--- src/rtl/seq_multiplier.sv ---
// seq_multiplier: iterative 32x32 -> 64-bit shift-add multiplier for MULT/MULTU.
//   Operands are reduced to magnitudes on the start edge, multiplied unsigned over
//   WIDTH iterations, and the product is negated at the end if the operand signs differ.
//   All state changes on the falling edge of clock; reset is asynchronous, active-high.
// Ports:
//   clock  in   falling-edge clock
//   reset  in   asynchronous active-high reset
//   a, b   in   multiplicand / multiplier (WIDTH bits)
//   start  in   request a multiply; sampled only while idle
//   sign   in   1 = signed (two's complement), 0 = unsigned
//   hi, lo out  upper / lower halves of the last product (registered)
//   busy   out  operation in progress
//   done   out  one-cycle pulse when hi/lo update
module seq_multiplier #(
  parameter int unsigned WIDTH = 32,
  parameter int unsigned CNT_W = 6
) (
  input  logic             clock,
  input  logic             reset,
  input  logic [WIDTH-1:0] a,
  input  logic [WIDTH-1:0] b,
  input  logic             start,
  input  logic             sign,
  output logic [WIDTH-1:0] hi,
  output logic [WIDTH-1:0] lo,
  output logic             busy,
  output logic             done
);

  localparam int unsigned PW = 2 * WIDTH;

  typedef enum logic [0:0] {StIdle, StRun} state_t;

  state_t             state_q;
  logic [WIDTH:0]     acc_q;    // extra bit keeps the carry of acc + mcand
  logic [WIDTH-1:0]   mcand_q;
  logic [WIDTH-1:0]   mplr_q;   // shifts out multiplier bits, shifts in low product bits
  logic               neg_q;
  logic [CNT_W-1:0]   count_q;

  logic [WIDTH-1:0]   a_mag;
  logic [WIDTH-1:0]   b_mag;
  logic [WIDTH:0]     sum;
  logic [WIDTH:0]     acc_shift;
  logic [WIDTH-1:0]   mplr_shift;
  logic [PW-1:0]      prod;
  logic [PW-1:0]      prod_fix;
  logic               last_iter;

  always_comb begin
    // Most negative value maps to itself, which is its correct unsigned magnitude.
    a_mag      = (sign && a[WIDTH-1]) ? (~a + WIDTH'(1)) : a;
    b_mag      = (sign && b[WIDTH-1]) ? (~b + WIDTH'(1)) : b;
    sum        = acc_q + (mplr_q[0] ? {1'b0, mcand_q} : {(WIDTH + 1){1'b0}});
    acc_shift  = {1'b0, sum[WIDTH:1]};
    mplr_shift = {sum[0], mplr_q[WIDTH-1:1]};
    // Product as it stands after the final iteration's shift.
    prod       = {acc_shift[WIDTH-1:0], mplr_shift};
    // Two's complement negate; zero stays zero.
    prod_fix   = neg_q ? (~prod + PW'(1)) : prod;
    last_iter  = (count_q == CNT_W'(WIDTH - 1));
  end

  always_ff @(negedge clock or posedge reset) begin
    if (reset) begin
      state_q <= StIdle;
      acc_q   <= '0;
      mcand_q <= '0;
      mplr_q  <= '0;
      neg_q   <= 1'b0;
      count_q <= '0;
      hi      <= '0;
      lo      <= '0;
      busy    <= 1'b0;
      done    <= 1'b0;
    end else begin
      done <= 1'b0;
      unique case (state_q)
        StIdle: begin
          if (start) begin
            mcand_q <= a_mag;
            mplr_q  <= b_mag;
            neg_q   <= sign & (a[WIDTH-1] ^ b[WIDTH-1]);
            acc_q   <= '0;
            count_q <= '0;
            busy    <= 1'b1;
            state_q <= StRun;
          end
        end
        StRun: begin
          acc_q   <= acc_shift;
          mplr_q  <= mplr_shift;
          count_q <= count_q + CNT_W'(1);
          if (last_iter) begin
            hi      <= prod_fix[PW-1:WIDTH];
            lo      <= prod_fix[WIDTH-1:0];
            busy    <= 1'b0;
            done    <= 1'b1;
            state_q <= StIdle;
          end
        end
        default: state_q <= StIdle;
      endcase
    end
  end

endmodule

--- config.mk ---
export PLATFORM = sky130hd
export DESIGN_NAME = seq_multiplier
export DESIGN_NICKNAME = d
export VERILOG_FILES = /design/src/rtl/seq_multiplier.sv
export SDC_FILE = /design/constraint.sdc
export NUM_CORES = 1
export LEC_CHECK = 0
export BUFFER_PORTS_ARGS = -buffer_cell sky130_fd_sc_hd__clkbuf_2
export CAP_MARGIN = 20
export CORE_MARGIN = 5
export CORE_UTILIZATION = 40
export CTS_BUF_LIST = sky130_fd_sc_hd__clkbuf_8
export CTS_CLUSTER_DIAMETER = 100
export DETAILED_ROUTE_END_ITERATION = 10
export RECOVER_POWER = 50
export SLEW_MARGIN = 20
export SYNTH_ARGS = -nofsm -noshare
export SYNTH_HDL_FRONTEND = slang
export SYNTH_SLANG_ARGS = --single-unit
--- constraint.sdc ---
create_clock -name clock -period 12.97 [get_ports clock]
set_clock_uncertainty 0.05 [all_clocks]
set_input_delay 0.6485 -clock clock [delete_from_list [all_inputs] [get_ports clock]]
set_output_delay 0.6485 -clock clock [all_outputs]
set_load 0.05 [all_outputs]
Word level (Yosys, flattened, before mapping)

Cells that the tools add are included.

Register bits after elaboration: 171
Output and inout port bits: 66

Add/subtract/negate cells: 5
Eq/ne operators: 3
Mux-type cells: 18
Bitwise gates (word level): 6
Reduce and logical (&&, ||, !) cells: 5

Operator list:

| cell                                          | count |
|---|---|
| two-way mux 32 bit                            | 4 |
| one-hot mux 33 bit (2 select lines)           | 1 |
| adder 32 x 1 -> 32 bit, second input constant | 2 |
| adder 64 x 1 -> 64 bit, second input constant | 1 |
| two-way mux 64 bit                            | 1 |
| inverter 32 bit                               | 2 |
| inverter 64 bit                               | 1 |
| one-hot mux 32 bit (2 select lines)           | 1 |
| adder 33 x 32 -> 33 bit                       | 1 |
| two-way mux 33 bit                            | 1 |
| one-hot mux 6 bit (2 select lines)            | 1 |
| adder 6 x 1 -> 6 bit, second input constant   | 1 |
| == test 6 x 5 -> 1 bit, second input constant | 1 |
| two-way mux 1 bit                             | 6 |
| two-way mux 6 bit                             | 1 |
| AND reduction 2 bit                           | 3 |
| one-hot mux 1 bit (2 select lines)            | 2 |
| logical AND 1 bit                             | 2 |
| != test 2 x 1 -> 1 bit, second input constant | 1 |
| != test 2 bit, second input constant          | 1 |
| bitwise AND 1 bit                             | 1 |
| inverter 1 bit                                | 1 |
| bitwise XOR 1 bit                             | 1 |

Depth between registers and ports, before layout

Depth after elaboration: 5
Gate-level depth with buffers: 15

==> results.yml <==
clock_network:
  cts_setup_buffers: 0
  hold_buffers: 0
  cts-resized-gates: 0
  clockBufferDepth: 2
  cts_tree: "built"
  cts_buffers: 17
  numClockSinks: 170
  clkLatencyLatePin_ns: 0.41
  htreeDepth: 4
  cts_root_buf: "clkbuf_8"
  cts.clk_slew.worst_paths_ns: 0.07
layout:
  layout-drive-gt1-share_pct: 13.5
  final_common_cell: "nand2_1"
  layout.nets: 1534
  fin_cells: 1820
  area_delta_synth_final_pct: 11.1
  n_antenna_cell: 0
  final_cell_mix: "nand2_1 (231), o21ai_0 (202), dfrtn_1 (170)"
  stdcell_area_sq_mm: 0.0126
global_route:
  antenna_found_initial: 0
  grt.overflow.total: 0
  grt_max_degree: 98
  grtUsageTotal_pct: 19.5
  grt_pass1_vias: 9399
  grt_pass1_wl_microns: 50300
run_status:
  status: "finished, violations left"
  violations: "capacitance limit, slew limit"
floorplanning:
  die_w_microns: 179
  core_sq_mm: 0.0279
  row_count: 61
  io_pins: 134
  dieHeight_microns: 179
  start_util_pct: 40.7
  dieArea_sq_mm: 0.0319
setup_path:
  path_max_fanout: 63
  cp.required_ns: 6.59
  endpoint_kind: "flip-flop"
  reg2reg_setup_slack_ns: 7.18
  worst_r2r_path_depth: 13
  crit_arrival_ns: 4.02
  worst_setup_path_start_kind: "primary input"
  critPathKind: "primary input to flip-flop"
run:
  drv_cap: 4
pwr:
  power_leakage_nw: 5.60
  powerDensity_mw_per_mm2: 251
  ir_worst_vdd_v: 0.0000794
placement:
  dpl.hpwl_microns: 22900
  place_ws_ns: 2.71
  dp.cells: 1788
  placed_area_sq_mm: 0.0122
  place_congestion: 0.901
  io_buffer_count: 133
sta:
  holdWs_ns: 0.366
  rsz0062_at_grt: "false"
  setup_ws_ns: 2.57
  tightest_slew_ns: 4.39
  maxSlewViolCount: 317
  hold_violations: 0
  setup-violations-final: 0
  slew_headroom_pct: -195
  fin_tns_setup_ns: 0
worst_hold_path:
  min_path_type: "flip-flop to flip-flop"
  whs_path_depth: 2
yosys:
  syn-cell-area_sq_mm: 0.0114
  yosysWarnings: 0
  synth_edf_count: 0
  async_flop_share_pct: 100
  synth_cells: 1342
  syn_avg_cell_area_sq_um: 8.46
  synth.distinct_cells: 83
  synth_ff_type: "dfrtn_1"
  synth_nets: 1447
  synth_sequential_area_ratio_pct: 37.4
  ys_ff_latch: 170
drt:
  dr.pass1.iters: 5
  vias: 9898
  drtAntennaViolNets: 0
  route.detailed.drc: 0
  drtIter0Drc: 883
  via_per_inst: 5.44
  wl_per_cell_microns: 16.9
  drt-total-wl_microns: 30700
path summary, 6_finish.rpt:
kind / start / to
setup / recovery: start / mcand_q[15]
hold / removal: mcand_q[5] / mcand_q[5]
setup reg to reg: mplr_q[0] / hi[28]
hold reg to reg: mcand_q[5] / mcand_q[5]
max in group asynchronous: reset / acc_q[31]
min in group asynchronous: reset / hi[20]
worst max-delay path, stage by stage:
cell and delay (ns):
clkbuf_2 0.08, clkbuf_1 1.85, nand2_1 0.11, clkbuf_1 0.88, nand2_1 0.28, o21ai_0 0.12
stage by stage:
stage | util [%] | power [mW]
2_1_floorplan | - | 2.32
3_3_place_gp | 43.8 | 2.73
3_5_place_dp | 43.8 | 2.76
4_1_cts | 45.3 | 3.19
5_1_grt | 45.2 | 3.42
6_report | 45.2 | 3.17
power by group:
part	total (mW)	internal, mW	leakage, nW	switching, mW
Combinational	1.77	0.603	3.21	1.16
Sequential	0.980	0.783	2.17	0.197
Clock	0.419	0.183	0.216	0.236
Total	3.17	1.57	5.60	1.60
flip-flops by register name (all words and copies together) (netlist names):
signal   flops
acc_q       32
busy         1
count_q      6
done         1
hi          32
lo          32
mcand_q     32
mplr_q      32
neg_q        1
state_q      1
per-layer routing:
layer	track usage [%]	routed length, microns
met1	30.1	15900
met2	28.9	13000
met3	2.84	1480
met4	4.41	324
met5	0	0
final cells by class:
class	count	area, sq um
inverter	24	91.3
multi-input combinational	1074	6650
clock buffer	17	234
sequential	170	4250
tap	378	473
clock inverter	15	200
timing repair buffer	142	716
fill	2894	15300
synth_stat cells, types with 3 or more instances:
cell type | instances | share of area, %
a221o_1 | 3 | 0.26
ha_1 | 36 | 4.0
nand3b_1 | 4 | 0.26
nand4_1 | 12 | 0.66
nand2b_1 | 3 | 0.17
and2_1 | 37 | 2.0
nand3_1 | 23 | 1.0
or3_1 | 11 | 0.61
or4_1 | 15 | 0.99
nor2b_1 | 10 | 0.55
and2_0 | 3 | 0.17
a21o_1 | 9 | 0.59
and4_1 | 4 | 0.31
o41ai_1 | 14 | 1.1
clkbuf_1 | 62 | 2.0
nor2_1 | 62 | 2.0
o21a_1 | 6 | 0.40
buf_6 | 7 | 0.69
dfrtn_1 | 170 | 37
inv_1 | 24 | 0.79
nor4_1 | 12 | 0.66
xnor2_1 | 57 | 4.4
and3_1 | 3 | 0.17
o21bai_1 | 3 | 0.20
a211oi_1 | 6 | 0.40
o21ai_0 | 200 | 8.8
o211ai_1 | 7 | 0.46
o31a_1 | 3 | 0.23
nor3_1 | 23 | 1.0
o21ai_1 | 6 | 0.26
a22o_1 | 28 | 2.2
nand2_1 | 231 | 7.6
a21oi_1 | 55 | 2.4
o31ai_1 | 29 | 1.9
mux2i_1 | 12 | 1.1
a211o_1 | 3 | 0.23
or2_2 | 5 | 0.28
nor3b_1 | 6 | 0.40
xor2_1 | 76 | 5.9
a31oi_1 | 13 | 0.72
logic make-up after synthesis:
kind of cell,after synthesis,share of synthesized area [%]
adders and majority gates,37,4.14
and+or+nand+nor,481,20.9
AOI/OAI and AO/OA,411,22.3
xor gates and xnor gates,133,10.3
DFF,170,37.4
buffers and inverters,98,3.92
muxes,12,1.06
Power figures use the tool's default switching activity.
